## src/rtl/lcd_pkg.sv

```systemverilog
// Shared definitions for the SPI LCD byte transmitter: FSM encoding,
// DC polarity constants and default timing parameters.
package lcd_pkg;

    typedef enum logic [1:0] {
        ST_IDLE  = 2'd0,
        ST_SHIFT = 2'd1,
        ST_HOLD  = 2'd2,
        ST_GAP   = 2'd3
    } lcd_state_e;

    localparam logic DC_CMD  = 1'b0;
    localparam logic DC_DATA = 1'b1;

    localparam int DEF_CLK_DIV_HALF = 2;
    localparam int DEF_GAP_CYCLES   = 3;

endpackage

```

## src/rtl/lcd_spi_tick.sv

```systemverilog
// Half-period timebase: pulses tick_o on the last cycle of every
// CLK_DIV_HALF-cycle window while enabled; held at zero while cleared.
module lcd_spi_tick #(
    parameter int CLK_DIV_HALF = 2
) (
    input  logic sys_clk,
    input  logic sys_rst_n,
    input  logic clr_i,
    input  logic en_i,
    output logic tick_o
);

    localparam int CW = $clog2(CLK_DIV_HALF + 1);
    localparam logic [CW-1:0] LAST = CW'(CLK_DIV_HALF - 1);

    logic [CW-1:0] cnt_q;
    logic [CW-1:0] cnt_d;

    // next count: clear wins over enable, wrap at the end of each half-period
    always_comb begin
        cnt_d = cnt_q;
        if (clr_i) begin
            cnt_d = '0;
        end else if (en_i) begin
            if (cnt_q == LAST) begin
                cnt_d = '0;
            end else begin
                cnt_d = cnt_q + CW'(1);
            end
        end else begin
            cnt_d = cnt_q;
        end
    end

    assign tick_o = en_i & ~clr_i & (cnt_q == LAST);

    // counter register
    always_ff @(posedge sys_clk or negedge sys_rst_n) begin
        if (!sys_rst_n) begin
            cnt_q <= '0;
        end else begin
            cnt_q <= cnt_d;
        end
    end

endmodule

```

## src/rtl/lcd_spi_byte_tx.sv

```systemverilog
// Serialises one {dc, byte} word onto a 4-wire SPI LCD bus, MSB first, mode 0.
// Every pin is driven straight from a flop; next values are computed one cycle ahead.
module lcd_spi_byte_tx
    import lcd_pkg::*;
#(
    parameter int CLK_DIV_HALF = DEF_CLK_DIV_HALF,
    parameter int GAP_CYCLES   = DEF_GAP_CYCLES
) (
    input  logic       sys_clk,
    input  logic       sys_rst_n,
    input  logic       en_write,
    input  logic [8:0] data,
    output logic       wr_done,
    output logic       busy,
    output logic       lcd_sclk,
    output logic       lcd_mosi,
    output logic       lcd_dc,
    output logic       lcd_cs_n
);

    localparam int GW = $clog2(GAP_CYCLES + 1);
    localparam logic [GW-1:0] GAP_LAST = GW'(GAP_CYCLES);

    lcd_state_e    state_q, state_d;
    logic [7:0]    shift_q, shift_d;
    logic [2:0]    bit_cnt_q, bit_cnt_d;
    logic          phase_q, phase_d;
    logic [GW-1:0] gap_cnt_q, gap_cnt_d;
    logic          sclk_q, sclk_d;
    logic          mosi_q, mosi_d;
    logic          dc_q, dc_d;
    logic          cs_n_q, cs_n_d;
    logic          done_q, done_d;
    logic          busy_q, busy_d;
    logic          tick_s;

    lcd_spi_tick #(.CLK_DIV_HALF(CLK_DIV_HALF)) u_tick (
        .sys_clk   (sys_clk),
        .sys_rst_n (sys_rst_n),
        .clr_i     ((state_q == ST_IDLE) || (state_q == ST_GAP)),
        .en_i      ((state_q == ST_SHIFT) || (state_q == ST_HOLD)),
        .tick_o    (tick_s)
    );

    // FSM next state and next pin values (phase_q=0: SCLK low half, 1: high half)
    always_comb begin
        state_d   = state_q;
        shift_d   = shift_q;
        bit_cnt_d = bit_cnt_q;
        phase_d   = phase_q;
        gap_cnt_d = gap_cnt_q;
        sclk_d    = sclk_q;
        mosi_d    = mosi_q;
        dc_d      = dc_q;
        cs_n_d    = cs_n_q;
        done_d    = 1'b0;
        case (state_q)
            ST_IDLE: begin
                if (en_write) begin
                    state_d   = ST_SHIFT;
                    shift_d   = data[7:0];
                    dc_d      = data[8];
                    mosi_d    = data[7];
                    cs_n_d    = 1'b0;
                    sclk_d    = 1'b0;
                    phase_d   = 1'b0;
                    bit_cnt_d = 3'd0;
                end else begin
                    cs_n_d = 1'b1;
                    sclk_d = 1'b0;
                end
            end
            ST_SHIFT: begin
                if (tick_s && !phase_q) begin
                    phase_d = 1'b1;
                    sclk_d  = 1'b1;
                end else if (tick_s) begin
                    // falling edge: advance to the next bit, or finish after bit 0
                    phase_d   = 1'b0;
                    sclk_d    = 1'b0;
                    shift_d   = {shift_q[6:0], 1'b0};
                    bit_cnt_d = bit_cnt_q + 3'd1;
                    if (bit_cnt_q == 3'd7) begin
                        state_d = ST_HOLD;
                    end else begin
                        mosi_d = shift_q[6];
                    end
                end else begin
                    phase_d = phase_q;
                end
            end
            ST_HOLD: begin
                if (tick_s) begin
                    state_d   = ST_GAP;
                    cs_n_d    = 1'b1;
                    done_d    = 1'b1;
                    gap_cnt_d = '0;
                end else begin
                    state_d = ST_HOLD;
                end
            end
            ST_GAP: begin
                if (gap_cnt_q == GAP_LAST) begin
                    state_d   = ST_IDLE;
                    gap_cnt_d = '0;
                end else begin
                    gap_cnt_d = gap_cnt_q + GW'(1);
                end
            end
            default: begin
                state_d = ST_IDLE;
                cs_n_d  = 1'b1;
                sclk_d  = 1'b0;
            end
        endcase
        busy_d = (state_d != ST_IDLE);
    end

    // state, datapath and output registers
    always_ff @(posedge sys_clk or negedge sys_rst_n) begin
        if (!sys_rst_n) begin
            state_q   <= ST_IDLE;
            shift_q   <= 8'd0;
            bit_cnt_q <= 3'd0;
            phase_q   <= 1'b0;
            gap_cnt_q <= '0;
            sclk_q    <= 1'b0;
            mosi_q    <= 1'b0;
            dc_q      <= DC_CMD;
            cs_n_q    <= 1'b1;
            done_q    <= 1'b0;
            busy_q    <= 1'b0;
        end else begin
            state_q   <= state_d;
            shift_q   <= shift_d;
            bit_cnt_q <= bit_cnt_d;
            phase_q   <= phase_d;
            gap_cnt_q <= gap_cnt_d;
            sclk_q    <= sclk_d;
            mosi_q    <= mosi_d;
            dc_q      <= dc_d;
            cs_n_q    <= cs_n_d;
            done_q    <= done_d;
            busy_q    <= busy_d;
        end
    end

    assign wr_done  = done_q;
    assign busy     = busy_q;
    assign lcd_sclk = sclk_q;
    assign lcd_mosi = mosi_q;
    assign lcd_dc   = dc_q;
    assign lcd_cs_n = cs_n_q;

endmodule

```

## config.mk

```make
export PLATFORM = sky130hd
export DESIGN_NAME = lcd_spi_byte_tx
export DESIGN_NICKNAME = d
export VERILOG_FILES = /design/src/rtl/lcd_pkg.sv /design/src/rtl/lcd_spi_tick.sv /design/src/rtl/lcd_spi_byte_tx.sv
export SDC_FILE = /design/constraint.sdc
export NUM_CORES = 1
export LEC_CHECK = 0
export CORE_UTILIZATION = 53
export DETAILED_ROUTE_END_ITERATION = 10
export GPL_ROUTABILITY_DRIVEN = 0
export PLACE_DENSITY = 0.79
export SLEW_MARGIN = 40
export SYNTH_ARGS = -nofsm -noshare
export SYNTH_HDL_FRONTEND = slang
export SYNTH_SLANG_ARGS = --single-unit
export TNS_END_PERCENT = 5
```

## constraint.sdc

```tcl
create_clock -name sys_clk -period 2.6 [get_ports sys_clk]
set_clock_uncertainty 0.1 [all_clocks]
set_input_delay 0.78 -clock sys_clk [delete_from_list [all_inputs] [get_ports sys_clk]]
set_output_delay 0.78 -clock sys_clk [all_outputs]
set_load 0.005 [all_outputs]
```

=== Word-level counts from Yosys, hierarchy flattened ===
Index checks and enable logic that the tools add are counted.

* Add/subtract/negate cells: 3
* Reduce and logical (&&, ||, !) cells: 17
* Multiplexer cells: 36
* Equality and inequality tests: 12
* Bitwise operators: 3

{| class="wikitable"
|+ Operator list
! operator !! count
|-
| $mux W7 || 3
|-
| $mux W2 || 10
|-
| $pmux W7 S2 || 1
|-
| $mux W1 || 12
|-
| $ne A2 B2 Y1 const B || 5
|-
| $reduce_bool A2 Y1 || 5
|-
| $mux W3 || 3
|-
| $pmux W1 S2 || 4
|-
| $pmux W2 S4 || 1
|-
| $reduce_and A2 Y1 || 4
|-
| $eq A2 B2 Y1 const B || 3
|-
| $pmux W3 S2 || 1
|-
| $reduce_and A5 Y1 || 1
|-
| $add A2 B1 Y2 const B || 2
|-
| $eq A2 B1 Y1 const B || 2
|-
| $pmux W2 S2 || 1
|-
| $reduce_and A4 Y1 || 1
|-
| $add A3 B1 Y3 const B || 1
|-
| $eq A3 B3 Y1 const B || 1
|-
| $ne A3 B2 Y1 const B || 1
|-
| $reduce_and A3 Y1 || 1
|-
| $and A1 B1 Y1 || 2
|-
| $logic_not A2 Y1 || 1
|-
| $logic_or A1 B1 Y1 || 2
|-
| other kinds (3) || 3
|}

* Output and inout port bits: 6
* Logic and storage cells: 83
* Bits in registers: 23
* Input bits: 12

=== Depth between registers and ports, before layout ===
Gate-level depths: netlist (run 1).

* Word-level depth: 9
* Gate-level depth with buffers: 8
* Gate-level depth less buffers: 6

=== Cells and area by module ===
A second synthesis (run 1) with hierarchy kept.

* Cell total of the unflattened synthesis: 110
* Area, all modules: 1,177.4 µm²

{| class="wikitable"
|+ Modules (own cells, without submodules)
! module !! times used !! seq. area each (µm²) !! cells an instance !! area an instance (µm²)
|-
| lcd_spi_byte_tx || 1 || 526.8 || 103 || 1,097.3
|-
| lcd_spi_tick || 1 || 50.0 || 7 || 80.1
|}

=== Worst setup path before layout (run 1) ===
No wires, ideal clock.

* Path kind: input to register
* Start point: input port en_write
* End point: register mosi_q (netlist: lcd_mosi)
* Data required time: 2.364 ns
* Setup time: 0.136 ns
* Setup slack: 0.674 ns
* Buffers on the path: 1
* Stages on the path: 5
* Arrival: 1.689 ns
* Cells stage by stage: buf_2 -> and2b_1 -> or4_1 -> o21ai_1 -> a21oi_1

* Longest elaborated chain between the ends: 2

{| class="wikitable"
|+ RTL lines
! item !! line !! text
|-
| from (decl) || lcd_spi_byte_tx.sv:11 || <nowiki>input logic en_write,</nowiki>
|-
| $ne A2 B2 Y1 (no source line) || -- ||
|-
| $reduce_and A5 Y1 (no source line) || -- ||
|-
| to (signal assigned) || lcd_spi_byte_tx.sv:140 || <nowiki>mosi_q <= mosi_d;</nowiki>
|-
| to (decl) || lcd_spi_byte_tx.sv:30 || <nowiki>logic mosi_q, mosi_d;</nowiki>
|}

Every way passes these cells.
A chain may end at the register's enable or synchronous reset.

=== Worst setup path after layout (run 1) ===
* Start point: register cs_n_q (netlist: lcd_cs_n)
* End point: output port lcd_cs_n

{| class="wikitable"
|+ RTL lines
! item !! line !! text
|-
| from (decl) || lcd_spi_byte_tx.sv:32 || <nowiki>logic cs_n_q, cs_n_d;</nowiki>
|-
| from (signal assigned) || lcd_spi_byte_tx.sv:142 || <nowiki>cs_n_q <= cs_n_d;</nowiki>
|-
| to (decl) || lcd_spi_byte_tx.sv:18 || <nowiki>output logic lcd_cs_n</nowiki>
|}

No word-level cell between the ends.

==> flow_summary.ini, run 1 <==
[clocking]
cts_setup_buffers = 0
post_cts_resize_count = 0
cts.reportedPaths.clkPinSlew_ns = 0.13
h-tree-depth = 1
clkLatencyLatePin_ns = 0.32
cts_tree = yes
cts-hold-fix-buffers = 0
numCtsBuffers = 3
root_buffer = clkbuf_4
cts.sinks = 23
cts_buffer_depth = 2

[logic_synthesis]
syn-instance-count = 139
synth_area_mm2 = 0.00132
synth_edf_count = 0
synth-xor-area-share = 0
ys_seq_area_frac = 0.437
synth_nets = 158
yosys.area_share.simple = 0.223
synth_adder_area_share = 0.0663
yosysWarnings = 0
ys.flop_type = dfrtp_1
yosys-top-cells-count = dfrtp_1 (22), nor2_1 (16), nand2_1 (12), a21oi_1 (11), o21ai_0 (9)
synth_top_family_by_area = compound AO/OA/AOI/OAI gates
ys_top_cells_by_area = dfrtp_1 (42%), ha_1 (6.6%), a221o_1 (5.3%)
synth_top_area_share = 0.417
postSynthAreaPerCell_um2 = 9.51
ys_ff_latch = 23
synth_top_area_cell = dfrtp_1
synth_compound_area_frac = 0.233
yosysMostFrequentCell = dfrtp_1
ys_async_sr_fraction = 1.00
synth.mux.area_fraction = 0
synth_cell_types = 40

[place]
io_buffers = 17
hpwlAfterDp_mm = 2.03
place_ws_ns = 0.105

[worst_setup_path]
startpoint = lcd_cs_n$_DFFE_PN1P_
r2r_start = state_q[1]$_DFF_PN0_
path_max_fanout = 3
reg2reg_to = shift_q[3]$_DFFE_PN0P_
cp_data_required_time_ns = 1.72
rr_worst_depth = 5
startpoint_type = register
cp-endpoint = lcd_cs_n
critPathCaptureType = output pin
crit_chain = clkdlybuf4s50_1
crit_cells = 1
cp_slowest_cell = dfstp_2
rrSetupSlack_ns = 0.45
path_delay_family = flip-flops
critPathKind = register to output pin
cpPeakStageDelay_ns = 0.57
cp.arrival_ns = 1.39
crit_buf_inv = 1

[final_layout]
drive_gt1_frac = 0.0892
area_growth_pct = 17.0
num-fill-cells = 187
regArea_um2 = 577
multi_input_area_um2 = 691
nets = 177
diodes = 0

[sta]
timing.fmax_mhz = 441
hold_viol = 0
fin_setup_tns_ns = 0
rsz0062_at_grt = false
fin_crit_ns = 2.27
setup_viol = 0
setup_slack_ns = 0.333
period_share = 0.872
slew_violations = 0
worst_slew_pin_slew_ns = 0.449
slew-limit-headroom = 0.699

[die]
core-area_mm2 = 0.00228
die-area_mm2 = 0.00270
num_rows = 17
start_util = 0.581
die_w_um = 51.9
io_pins = 18
die_h_um = 51.9

[power_and_ir_drop]
p_leak_nw = 0.700
internal-power_mw = 0.846
sequentialPowerShare = 0.395
p_per_area_mw_per_mm2 = 915
power_frac_comb = 0.482
p_sw_mw = 0.569
p_clk_frac = 0.123
switching_share = 0.402
irDropWorstVdd_v = 0.000591

[global_routing]
globalRoute.totalOverflow = 0
grt_first_pass_wirelength_mm = 4.81
grt_pass1_vias = 1032
grt_start_max_net_pins = 24
grt_use_total = 0.243
antenna_found_initial = 0

[route]
avgRoutedWirePerCell_um = 15.2
drt-vias-per-instance = 6.03
route.detailed.drc = 0
first_pass_iters = 4
antenna_left = 0
drt-total-wl_mm = 2.82
via_count = 1115
drtIter0Drc = 30

[worst_hold_path]
hp-class = register to register

[outcome]
outcome = completed

[job]
cap_violations = 0
registers in the layout, indices dropped and copies added (netlist names):
| register | cells |
|---|---|
| shift_q | 7 |
| lcd_mosi | 1 |
| gap_cnt_q | 2 |
| lcd_cs_n | 1 |
| wr_done | 1 |
| lcd_dc | 1 |
| lcd_sclk | 1 |
| state_q | 2 |
| busy | 1 |
| phase_q | 1 |
| u_tick.cnt_q | 2 |
| bit_cnt_q | 3 |
area by class of cell:
type | count | share of cell area
flip-flops and latches | 23 | 0.373
inverters | 4 | 0.00972
repair buffers | 21 | 0.130
clock buffers | 3 | 0.0146
well taps | 28 | 0.0227
multi-input cells | 105 | 0.447
clock inverters | 1 | 0.00324
cells in the final DEF, fill, tap and decap left out, types with 2 or more instances in the layout:
cell type / Yosys / final
dfrtp_1: 22 / 22
clkdlybuf4s50_1: 0 / 17
nor2_1: 16 / 16
nand2_1: 12 / 12
a21oi_1: 11 / 11
o21ai_0: 9 / 9
nor2b_1: 8 / 8
a221o_1: 7 / 7
ha_1: 7 / 7
inv_1: 4 / 4
buf_4: 0 / 4
nand3_1: 3 / 3
clkbuf_4: 0 / 3
and4b_1: 2 / 2
nand2b_1: 2 / 2
nor3b_1: 2 / 2
and2_1: 2 / 2
a22o_1: 2 / 2
a31oi_1: 2 / 2
power by group through the flow:
stage               Combinational [mW]  Sequential (mW)  Clock [mW]
floorplan                        0.465            0.547           0
global placement                 0.652            0.559           0
detailed placement               0.675            0.565           0
CTS                              0.681            0.558       0.175
global route                     0.771            0.572       0.188
finish                           0.682            0.559       0.173
logic make-up (layout without fill, tap and decap cells):
| kind of cell | count (synthesis) | after routing |
|---|---|---|
| adders and majority gates | 7 | 7 |
| buffers and inverters | 11 | 29 |
| DFF | 23 | 23 |
| AOI/OAI and AO/OA | 43 | 43 |
| and+or+nand+nor | 55 | 55 |
how the worst min path moves through the flow:
| stage | cells after the start | startpoint | endpoint |
|---|---|---|---|
| CTS | 2 | lcd_cs_n$_DFFE_PN1P_ | lcd_cs_n$_DFFE_PN1P_ |
| global placement | 2 | lcd_dc$_DFFE_PN0P_ | lcd_dc$_DFFE_PN0P_ |
| floorplan | 2 | shift_q[0]$_DFFE_PN0P_ | shift_q[0]$_DFFE_PN0P_ |
| detailed placement | 2 | lcd_cs_n$_DFFE_PN1P_ | lcd_cs_n$_DFFE_PN1P_ |
| finish | 2 | lcd_cs_n$_DFFE_PN1P_ | lcd_cs_n$_DFFE_PN1P_ |
| global route | 2 | lcd_cs_n$_DFFE_PN1P_ | lcd_cs_n$_DFFE_PN1P_ |
through the flow:
step / hold WS, ns / area [µm²] / total power, mW / util / cells
2_1_floorplan: 0.365 / 1320 / 1.01 / - / 139
3_3_place_gp: 0.362 / 1520 / 1.21 / 0.667 / 181
3_5_place_dp: 0.390 / 1520 / 1.24 / 0.667 / 181
4_1_cts: 0.417 / 1550 / 1.41 / 0.679 / 185
5_1_grt: 0.436 / 1550 / 1.53 / 0.679 / 185
6_report: 0.413 / 1550 / 1.41 / 0.679 / 185
metal layers:
layer  share of wire  up-vias  GRT usage  routed length, µm
met4          0.0099        0     0.0946                 28
met5               0        -          0                  0
li1                -      544          -                  -
met3           0.032        4     0.0351                 91
met2            0.48       23      0.374               1360
met1            0.48      544      0.342               1340
Note: power is estimated with default switching activity, not from simulation.
==> inputs of run 2 (changes only) <==
Settings changed: CTS_CLUSTER_SIZE set to 30.
==> results of run 2 <==
No change in the layout: final DEF, timing and power equal those of run 1.
==> inputs of run 3 (changes only) <==
Settings changed: CTS_CLUSTER_SIZE 30 to 8.
==> results of run 3 <==
No change in the layout: final DEF, timing and power equal those of run 1.
==> variant (flow settings as in run 1) <==
The 4 states of `lcd_state_e` get a one-hot encoding in 4 bits.
--- a/src/rtl/lcd_pkg.sv
+++ b/src/rtl/lcd_pkg.sv
@@ -4,7 +4,7 @@
 
-    typedef enum logic [1:0] {
-        ST_IDLE  = 2'd0,
-        ST_SHIFT = 2'd1,
-        ST_HOLD  = 2'd2,
-        ST_GAP   = 2'd3
+    typedef enum logic [3:0] {
+        ST_IDLE  = 4'b0001,
+        ST_SHIFT = 4'b0010,
+        ST_HOLD  = 4'b0100,
+        ST_GAP   = 4'b1000
     } lcd_state_e;
Formal check against the unedited RTL: same outputs for any inputs over 10 cycles, from zero or initial values and one cycle with sys_rst_n low; not proved beyond that.
==> variant against run 1 <==
  * Power is 6.1% higher
  * Highest routed layer unchanged
  * Register-to-register slack worse by 0.03 ns
  * Wire length is 5.7% lower
  * Final area rose by 5.3%
  * Area after synthesis is 5.3% higher
  * Worst setup slack better by 0.018 ns
  * Worst hold slack better by 0.014 ns
  * Sequential cell count up 2
==> variant: results (changes against run 1) <==
The total routing resource utilization after global routing came out at 0.2239 (-0.01945). The minimum setup slack among reg-to-reg paths came to 0.42 ns (-0.03 ns). The wire length per cell came out at 14.54 µm (-4.7%).

The footprint of the flip-flops and latches came out at 628.1 µm² (+8.9%). The quantity of gates resized following cts was 0 (unchanged). Sorting the synthesized cells by area gives the leading types as sky130_fd_sc_hd__dfrtp_1, sky130_fd_sc_hd__mux2_4, sky130_fd_sc_hd__nand2_1, sky130_fd_sc_hd__mux2i_1, sky130_fd_sc_hd__dfstp_2.

The worst register-to-register path ends at shift_q[4]. The peak fanout along the critical path is 2 (-1). The worst relative slew slack came out at 0.6198 (-0.07932).

The share of final-layout standard cells stronger than drive strength 1 came out at 0.1634 (+0.07423). The sum of routed wire length over all layers came out at 2660 µm (-5.7%). The instance count along the most critical hold path came out at 1 (-1). The H-tree depth came out at 1 (unchanged). The worst slack at placement came out at 0.2518 ns (+0.1471 ns). The largest registers in the layout are shift_q x7, state_q x4, bit_cnt_q x3. The number of library cell types mapped by synthesis came out at 40 (unchanged). The mux cell area share after synthesis came out at 0.1241 (+0.1241). The instance area at placement is 1602 µm² (+5.5%). The run finished with clean final reports. The count of input and output buffers is 17 (unchanged).

The critical path arrival came out at 1.37 ns (-0.02 ns). The worst supply voltage drop on vdd is 850.2 µV (+44%). The maximum clock rate came out at 444.7 MHz (+0.79%). The final number of setup-violating endpoints is 0 (unchanged). The clock root buffer is sky130_fd_sc_hd__clkbuf_4. The number of global-route vias before repair was 1025 (-0.68%). The cell count after placement is 179 (-1.1%).

The worst hold endpoint is lcd_dc. The mean instance size in the synthesized netlist was 10.46 µm² (+10%). The cell at the slowest stage of the critical path is sky130_fd_sc_hd__dfstp_2. The synthesized-area fraction occupied by ao, oa, aoi and oai cells was 0.1250 (-0.1080). The number of detailed-routing iterations run before antenna repair was 4 (unchanged).

The cell depth of the worst flop-to-flop path is 5 (unchanged). In this run the critical register-to-register path is launched from state_q[2]. The maximum number of pins on one net before global-route repair came out at 26 (+8.3%). The fraction of the yosys area taken by sequential cells came to 0.4514 (+0.01489). The clock transition at the registers of the reported paths came to 0.13 ns (about the same). The startpoint identified for the worst hold timing path is lcd_dc. The maximum root-to-sink buffer count came out at 2 (unchanged). The via count normalized by instance count is 5.710 (-5.3%). The post-DP HPWL is 1923 µm (-5.3%). The longest individual stage delay on the worst path is 0.55 ns (-0.02 ns).

The worst hold margin is 0.4271 ns (+0.01410 ns). The leakage power total is 0.7408 nW (+5.8%). The number of nets in the final layout is 169 (-4.5%). The fraction of registers with async set/reset is 1.000 (unchanged). The initial DRC count is 32 (+6.7%). The net count after synthesis came out at 148 (-6.3%).

The number of inserted filler cells in the final layout is 208 (+11%). By count the netlist is led by sky130_fd_sc_hd__nand2_1, sky130_fd_sc_hd__dfrtp_1. The fraction of the mapped netlist area in adder cells is 0.02698 (-0.03931). The number of inserted diodes came out at 0 (unchanged). The first-pass GRT wire length came out at 4498 µm (-6.5%).
==> variant: final cells by class <==
class / instances / share of cell area
Clock buffer: 4 / 0.01614
Tap cell: 30 / 0.02306
Multi-Input combinational cell: 95 / 0.4289
Inverter: 6 / 0.01384
Timing Repair Buffer: 23 / 0.1322
Sequential cell: 25 / 0.3859
==> variant: power breakdown <==
group          total (W)  switching [W]  internal (W)
sequential      0.000627       0.000106      0.000521
clock           0.000179       0.000119     0.0000601
combinational   0.000695       0.000295      0.000400
total            0.00150       0.000519      0.000981
==> variant: routing by layer <==
layer  GRT usage  part of all wire  vias to the layer above  routed length, µm
li1            -                 -                      512                  -
met1      0.2791              0.45                      510               1208
met2      0.3750              0.50                       19               1329
met3     0.02586             0.033                        4                 87
met4      0.1140             0.013                        0                 34
met5           0                 0                        -                  0
